`config.mk`:
```
export PLATFORM = sky130hd
export DESIGN_NAME = uba_intr_ack
export DESIGN_NICKNAME = d
export VERILOG_FILES = /design/src/rtl/uba_intr_ack.sv
export SDC_FILE = /design/constraint.sdc
export NUM_CORES = 1
export LEC_CHECK = 0
export CELL_PAD_IN_SITES_DETAIL_PLACEMENT = 0
export CELL_PAD_IN_SITES_GLOBAL_PLACEMENT = 2
export CORE_AREA = 10 10 99 101
export CTS_CLUSTER_DIAMETER = 150
export DETAILED_ROUTE_END_ITERATION = 7
export DIE_AREA = 0 0 109 111
export PLACE_DENSITY_LB_ADDON = 0.1
export SYNTH_ARGS = -nofsm -noshare
export SYNTH_HDL_FRONTEND = slang
export SYNTH_SLANG_ARGS = --single-unit
```
`constraint.sdc`:
```
create_clock -name clk -period 2 [get_ports clk]
set_input_delay 0.5 -clock clk [delete_from_list [all_inputs] [get_ports clk]]
set_output_delay 0.5 -clock clk [all_outputs]
set_load 0.1 [all_outputs]
```
`src/rtl/uba_intr_ack.sv`:
```
// uba_intr_ack: Unibus adapter interrupt-acknowledge sequencer. Arbitrates BR7..BR4 for an
// acknowledged PI level, grants the winner and returns its vector, with a bounded timeout.
`timescale 1ns/1ps
`default_nettype none

module uba_intr_ack #(
  parameter int TIMEOUT = 15
) (
  input  logic        clk,
  input  logic        rst,
  input  logic        ackREQ,
  input  logic [0:2]  ackPI,
  input  logic [0:2]  statPIH,
  input  logic [0:2]  statPIL,
  input  logic [7:4]  devINTR,
  output logic [7:4]  devACK,
  input  logic        devVECTV,
  input  logic [15:0] devVECT,
  output logic        ackDONE,
  output logic [15:0] ackVECT,
  output logic        ackTMO,
  output logic        busy
);

  localparam logic [1:0] S_IDLE  = 2'd0;
  localparam logic [1:0] S_ARB   = 2'd1;
  localparam logic [1:0] S_GRANT = 2'd2;
  localparam logic [1:0] S_DONE  = 2'd3;

  localparam logic [7:0] TMO_LIMIT = 8'(TIMEOUT);

  logic [1:0]  state_q, state_d;
  logic [0:2]  pi_q, pi_d;
  logic [0:2]  pih_q, pih_d;
  logic [0:2]  pil_q, pil_d;
  logic [7:4]  intr_q, intr_d;
  logic [7:0]  cnt_q, cnt_d;
  logic [7:4]  dev_ack_q, dev_ack_d;
  logic        ack_done_q, ack_done_d;
  logic [15:0] ack_vect_q, ack_vect_d;
  logic        ack_tmo_q, ack_tmo_d;

  logic        hi_elig;
  logic        lo_elig;
  logic [7:4]  win;
  logic        tmo_hit;

  // Selection works only from the snapshot taken when the request was accepted.
  assign hi_elig = (pi_q == pih_q) && (pih_q != 3'd0) && (intr_q[7] || intr_q[6]);
  assign lo_elig = (pi_q == pil_q) && (pil_q != 3'd0) && (intr_q[5] || intr_q[4]);

  always_comb begin
    win = 4'b0000;
    if (hi_elig) begin
      win = intr_q[7] ? 4'b1000 : 4'b0100;
    end else if (lo_elig) begin
      win = intr_q[5] ? 4'b0010 : 4'b0001;
    end
  end

  assign tmo_hit = ((cnt_q + 8'd1) == TMO_LIMIT);

  always_ff @(posedge clk or negedge rst) begin
    if (!rst) begin
      state_q    <= S_IDLE;
      pi_q       <= 3'd0;
      pih_q      <= 3'd0;
      pil_q      <= 3'd0;
      intr_q     <= 4'b0000;
      cnt_q      <= 8'd0;
      dev_ack_q  <= 4'b0000;
      ack_done_q <= 1'b0;
      ack_vect_q <= 16'd0;
      ack_tmo_q  <= 1'b0;
    end else begin
      state_q    <= state_d;
      pi_q       <= pi_d;
      pih_q      <= pih_d;
      pil_q      <= pil_d;
      intr_q     <= intr_d;
      cnt_q      <= cnt_d;
      dev_ack_q  <= dev_ack_d;
      ack_done_q <= ack_done_d;
      ack_vect_q <= ack_vect_d;
      ack_tmo_q  <= ack_tmo_d;
    end
  end

  always_comb begin
    state_d = state_q;
    case (state_q)
      S_IDLE:  if (ackREQ) state_d = S_ARB;
      S_ARB:   state_d = (win != 4'b0000) ? S_GRANT : S_DONE;
      S_GRANT: if (devVECTV || tmo_hit) state_d = S_DONE;
      S_DONE:  state_d = S_IDLE;
      default: state_d = S_IDLE;
    endcase
  end

  always_comb begin
    pi_d       = pi_q;
    pih_d      = pih_q;
    pil_d      = pil_q;
    intr_d     = intr_q;
    cnt_d      = cnt_q;
    dev_ack_d  = dev_ack_q;
    ack_done_d = 1'b0;
    ack_vect_d = ack_vect_q;
    ack_tmo_d  = ack_tmo_q;
    case (state_q)
      S_IDLE: begin
        if (ackREQ) begin
          pi_d   = ackPI;
          pih_d  = statPIH;
          pil_d  = statPIL;
          intr_d = devINTR;
        end
      end
      S_ARB: begin
        if (win != 4'b0000) begin
          dev_ack_d = win;
          cnt_d     = 8'd0;
        end else begin
          ack_done_d = 1'b1;
          ack_vect_d = 16'd0;
          ack_tmo_d  = 1'b1;
        end
      end
      S_GRANT: begin
        // A vector arriving on the last permitted cycle beats the timeout.
        if (devVECTV) begin
          dev_ack_d  = 4'b0000;
          ack_done_d = 1'b1;
          ack_vect_d = devVECT;
          ack_tmo_d  = 1'b0;
        end else begin
          cnt_d = cnt_q + 8'd1;
          if (tmo_hit) begin
            dev_ack_d  = 4'b0000;
            ack_done_d = 1'b1;
            ack_vect_d = 16'd0;
            ack_tmo_d  = 1'b1;
          end
        end
      end
      S_DONE: begin
        dev_ack_d = 4'b0000;
      end
      default: begin
        dev_ack_d = 4'b0000;
      end
    endcase
  end

  assign devACK  = dev_ack_q;
  assign ackDONE = ack_done_q;
  assign ackVECT = ack_vect_q;
  assign ackTMO  = ack_tmo_q;
  assign busy    = (state_q != S_IDLE);

endmodule

`default_nettype wire

```
# Word-level counts from Yosys, hierarchy flattened
# Cells that the tools add are included.
# op_classes
add_sub_neg,1
eq_ne,12
n_reduce_logical,19
muxes,27
# ops
op,n
16-bit 2-to-1 mux,3
16-bit case mux with 2 select lines,1
4-bit 2-to-1 mux,5
8-bit 2-to-1 mux,2
8-bit case mux with 2 select lines,1
4-bit case mux with 3 select lines,1
2-bit inequality test (second input constant),5
3-bit AND reduction,3
3-bit nonzero test,3
8-bit by 1-bit adder with 8-bit output (second input constant),1
8-bit by 4-bit equality test with 1-bit output (second input constant),1
2-bit 2-to-1 mux,4
2-bit case mux with 4 select lines,1
1-bit 2-to-1 mux,7
3-bit equality test,2
2-bit equality test (second input constant),2
1-bit logical AND,4
1-bit case mux with 2 select lines,2
2-bit AND reduction,2
2-bit nonzero test,2
4-bit nonzero test,1
1-bit logical OR,3
3-bit inequality test (second input constant),1
2-bit by 1-bit equality test with 1-bit output (second input constant),1
2-bit logical NOT,1
# word_totals
register_bits,45
inputBits,33
elab_cells,69

# Logic depth before layout (Yosys ltp)
# logic_depth
depth_word,8
depth_mapped,8

# Worst setup path before layout
# OpenSTA, ideal clock, no wires.
# synth_timing
path_type,flip-flop to flip-flop
startpoint,register pi_q[0] (netlist name)
endpoint,"register ack_vect_q[10], in the netlist ackVECT[10]"
required_ns,1.877
path_stages_with_launch,9
t_arrival_ns,1.783
synth_period_minus_slack_ns,1.906
setup_ns,0.123
slack_ns,0.094
path_cell_list,dfrtp_1 xnor2_1 o221ai_1 a211o_1 a21bo_1 and4_4 buf_6 buf_8 a22o_1
# synth_between
elab_chain_cells,8
elab_cells_between_ends,11
# synth_rtl
item,line_no,text
from (decl),33,"logic [0:2] pi_q, pi_d;"
from (signal assigned),77,pi_q <= pi_d;
3-bit equality test,50,assign lo_elig = (pi_q == pil_q) && (pil_q != 3'd0) && (intr_q[5] || intr_q[4]);
1-bit logical AND (2 in series),50,
2-bit 2-to-1 mux,56,end else if (lo_elig) begin
4-bit 2-to-1 mux *,54,if (hi_elig) begin
4-bit nonzero test *,120,if (win != 4'b0000) begin
2-bit inequality test (no line) *,n/a,
3-bit AND reduction (no line) *,n/a,
to (signal assigned),84,ack_vect_q <= ack_vect_d;
to (decl),40,"logic [15:0] ack_vect_q, ack_vect_d;"
# Mark *: on every way between the ends. The rest lies on a longest branch, timed or not.
# A chain may end at the register's enable or synchronous reset.

# Worst setup path after layout
# layout_timing
startpoint,register pi_q[0] (netlist name)
endpoint,"register ack_vect_q[7], in the netlist ackVECT[7]"
# Same word-level chain as after synthesis.

==> impl_metrics.ini <==
[synth]
biggest_area_consumer_among_synthesized_cells = dfrtp_1
synth_edf_count = 0
multiplexer_share_of_the_synthesized_area = 0.0888
synth_simple_gate_area_share = 0.112
synth.yosys.seq_area_share = 0.526
synth.top_cells.by_area = dfrtp_1, mux2_2, a22o_1
synth_seq_cells = 45
ys_warn_count = 0
syn_avg_cell_area_um2 = 12.4
synth_ff_type = dfrtp_1
synth_compound_gate_area_share = 0.171
yosys.area.top_type_share = 0.526
syn_area_um2 = 2140
synth_top_family_by_area = compound AO/OA/AOI/OAI gates
post_synth_num_cell_types = 47
synth_xor_area_frac = 0.0245
synth-adder-area-share = 0.0409
mappedNetlistNets = 213
ffs_w_async_s_r_synth = 1.00
synthCells = 173

[worst_setup_path]
cp-end-kind = flip-flop
timing.setup.critical_path_class = flip-flop to flip-flop
cp.arrival_ns = 2.10
endpoint_required_time_on_the_critical_path_ns = 2.19
critPathMaxStageDelay_ns = 0.43
slowest_stage = dfrtp_1
worstPathCellList = xnor2_1 -> o221ai_1 -> a211o_1 -> a21bo_1 -> and4_4 -> a22o_1
setup_slack_on_the_worst_flop_to_flop_path_ns = 0.09
critPathLaunchType = flip-flop
worstPathMaxFanout = 17

[timing]
period_share = 0.956
post_route_minimum_period_ns = 1.91
fmax_mhz = 523
slew_headroom = 0.656
worst_slew_pin_slew_ns = 0.515
timing.clock.skew_ns = 0.00778
timing.final.max_slew_violations = 0
fin_worst_hold_slack_ns = 0.166
final-hold-violation-count = 0
setup_viol = 0

[power_and_ir_drop]
power-per-cell-area_nw_per_um2 = 1860
p_total_uw = 6080
total_leakage_power_uw = 0.00144
irDropWorstVdd_mv = 0.937

[final_layout]
antennaDiodeCount = 0
fillers = 758
layout_area_overhead_pct = 52.8
multi_input_area_um2 = 958
register_area_um2 = 1130
highest_count_cells_in_the_layout_ignoring_fill_and_taps = dfrtp_1, clkdlybuf4s50_1, buf_12
leading_cell_type_in_the_layout_fill_and_taps_excluded = dfrtp_1
post_route_cells_drive_above_1_share = 0.279
num-nets-final = 283

[global_route]
total_routing_resource_utilization_after_global_routing = 0.0979
pin_count_of_the_biggest_net_entering_global_routing = 25
antenna_found_initial = 0
grt_pass1_wl_um = 9500
via_count_of_the_first_global_routing_pass = 1805
grt_ovf = 0

[cts]
clock_sink_count = 45
cts_buffers = 5
insertion_delay_ns = 0.30
h_tree_levels = 2
clock_transition_at_the_registers_of_the_reported_paths_ns = 0.09
clock-root-buffer = clkbuf_8
clk_path_buf_depth = 2
clock_tree_from_tritoncts = done

[floorplanning]
floorplan.initialDensity = 0.269
num_rows = 33
die_width_um = 109
floorplan.die.height_um = 111
design.portCount = 56
die_area_um2 = 12100
coreArea_um2 = 7970

[routing]
drt_pass1_iterations = 4
post_drt_via_cell_ratio = 4.72
drt_first_iter_violations = 36
post-route-drc-count = 0
drt-total-wl_um = 5840
vias = 1648
post_drt_wl_per_cell_um = 16.7
ant_nets = 0

[placement]
place.gp.congestion = 0.730
portBuffers = 55
place.detailed.hpwl_um = 4520

[flow_run]
max_cap_violations = 0

[hold_path]
holdCritPathClass = input pin to asynchronous set/reset pin

[status]
outcome = finished clean
Yosys cell counts, types with 2 or more instances:
cell type   n
dfrtp_1    45
a22o_1     16
mux2_2     13
inv_1       8
ha_1        7
nor2_1      6
o21ai_0     6
and3_1      5
nand2_1     5
nand3_1     5
a31oi_1     4
xnor2_1     4
a221o_1     3
mux2_1      3
nor3b_1     3
a211o_1     2
buf_2       2
clkbuf_1    2
nand2b_1    2
nor4_1      2
o21a_1      2
o221ai_1    2
xor2_1      2
report_power, final:
group          internal, µW  switching, µW  leakage, µW  total, µW
logic                  1530           2260     0.000794       3790
registers              1260            341     0.000586       1600
clock network           375            318    0.0000554        693
cell families (layout without fill, tap and decap cells):
group,Yosys count,count (layout)
adder cells (fa/ha/maj),7,7
multiplexers,17,17
AO/OA/AOI/OAI,44,44
flip-flops,45,45
AND/OR/NAND/NOR,39,39
XOR/XNOR,6,6
buffers and inverters,15,86
worst paths after layout:
path	from	end	cells after the start
worst max-delay path	pi_q[0]	ackVECT[7]	6
worst min-delay path	rst	ackVECT[0]	1
worst max register to register	pi_q[0]	ackVECT[7]	6
worst min register to register	cnt_q[7]	cnt_q[7]	1
max in group asynchronous	rst	cnt_q[1]	2
min in group clk	cnt_q[7]	cnt_q[7]	1
through the flow:
step / util / TNS [ns] / cell area, µm² / worst slack [ns] / cells
after floorplan: - / 0 / 2140 / 0.0942 / 173
after global placement: 0.392 / 0 / 3120 / 0.0101 / 339
after detailed placement: 0.392 / 0 / 3120 / 0.00394 / 339
after CTS: 0.406 / 0 / 3230 / 0.0506 / 347
after global routing: 0.410 / -0.0225 / 3270 / -0.00825 / 349
final: 0.410 / 0 / 3270 / 0.0888 / 349
critical path, delay by kind of cell (launching register included):
kind | cells | cell delay [ns]
XOR/XNOR | 1 | 0.15
AND/OR/NAND/NOR | 1 | 0.27
AO/OA/AOI/OAI | 4 | 0.94
flip-flops | 1 | 0.43
sequential cells by signal, indices dropped and copies added, names as in the netlist:
signal,flops
pi_q,3
state_q,2
devACK,4
ackTMO,1
intr_q,4
cnt_q,8
pil_q,3
pih_q,3
ackVECT,16
ackDONE,1
metal layers:
| metal | share of wire | vias to the layer above | track usage |
|---|---|---|---|
| li1 | - | 784 | - |
| met4 | 0.012 | 0 | 0.0325 |
| met3 | 0.059 | 7 | 0.0366 |
| met2 | 0.49 | 40 | 0.156 |
| met5 | 0 | - | 0 |
| met1 | 0.44 | 817 | 0.117 |
repair_timing:
item | in CTS | in global routing
pin swaps | 0 | 2
setup buffers | 0 | 2
hold endpoints to repair | 0 | 0
setup endpoints to repair | 1 | 20
hold buffers | 0 | 0
gates resized for setup | 1 | 5
cell type report:
class | count | area share
sequential | 45 | 0.344
clock inverter | 2 | 0.0119
clock buffer | 6 | 0.0222
multi-input combinational | 113 | 0.293
tap | 105 | 0.0402
timing repair buffer | 70 | 0.279
inverter | 8 | 0.00918
Power figures use the tool's default switching activity.
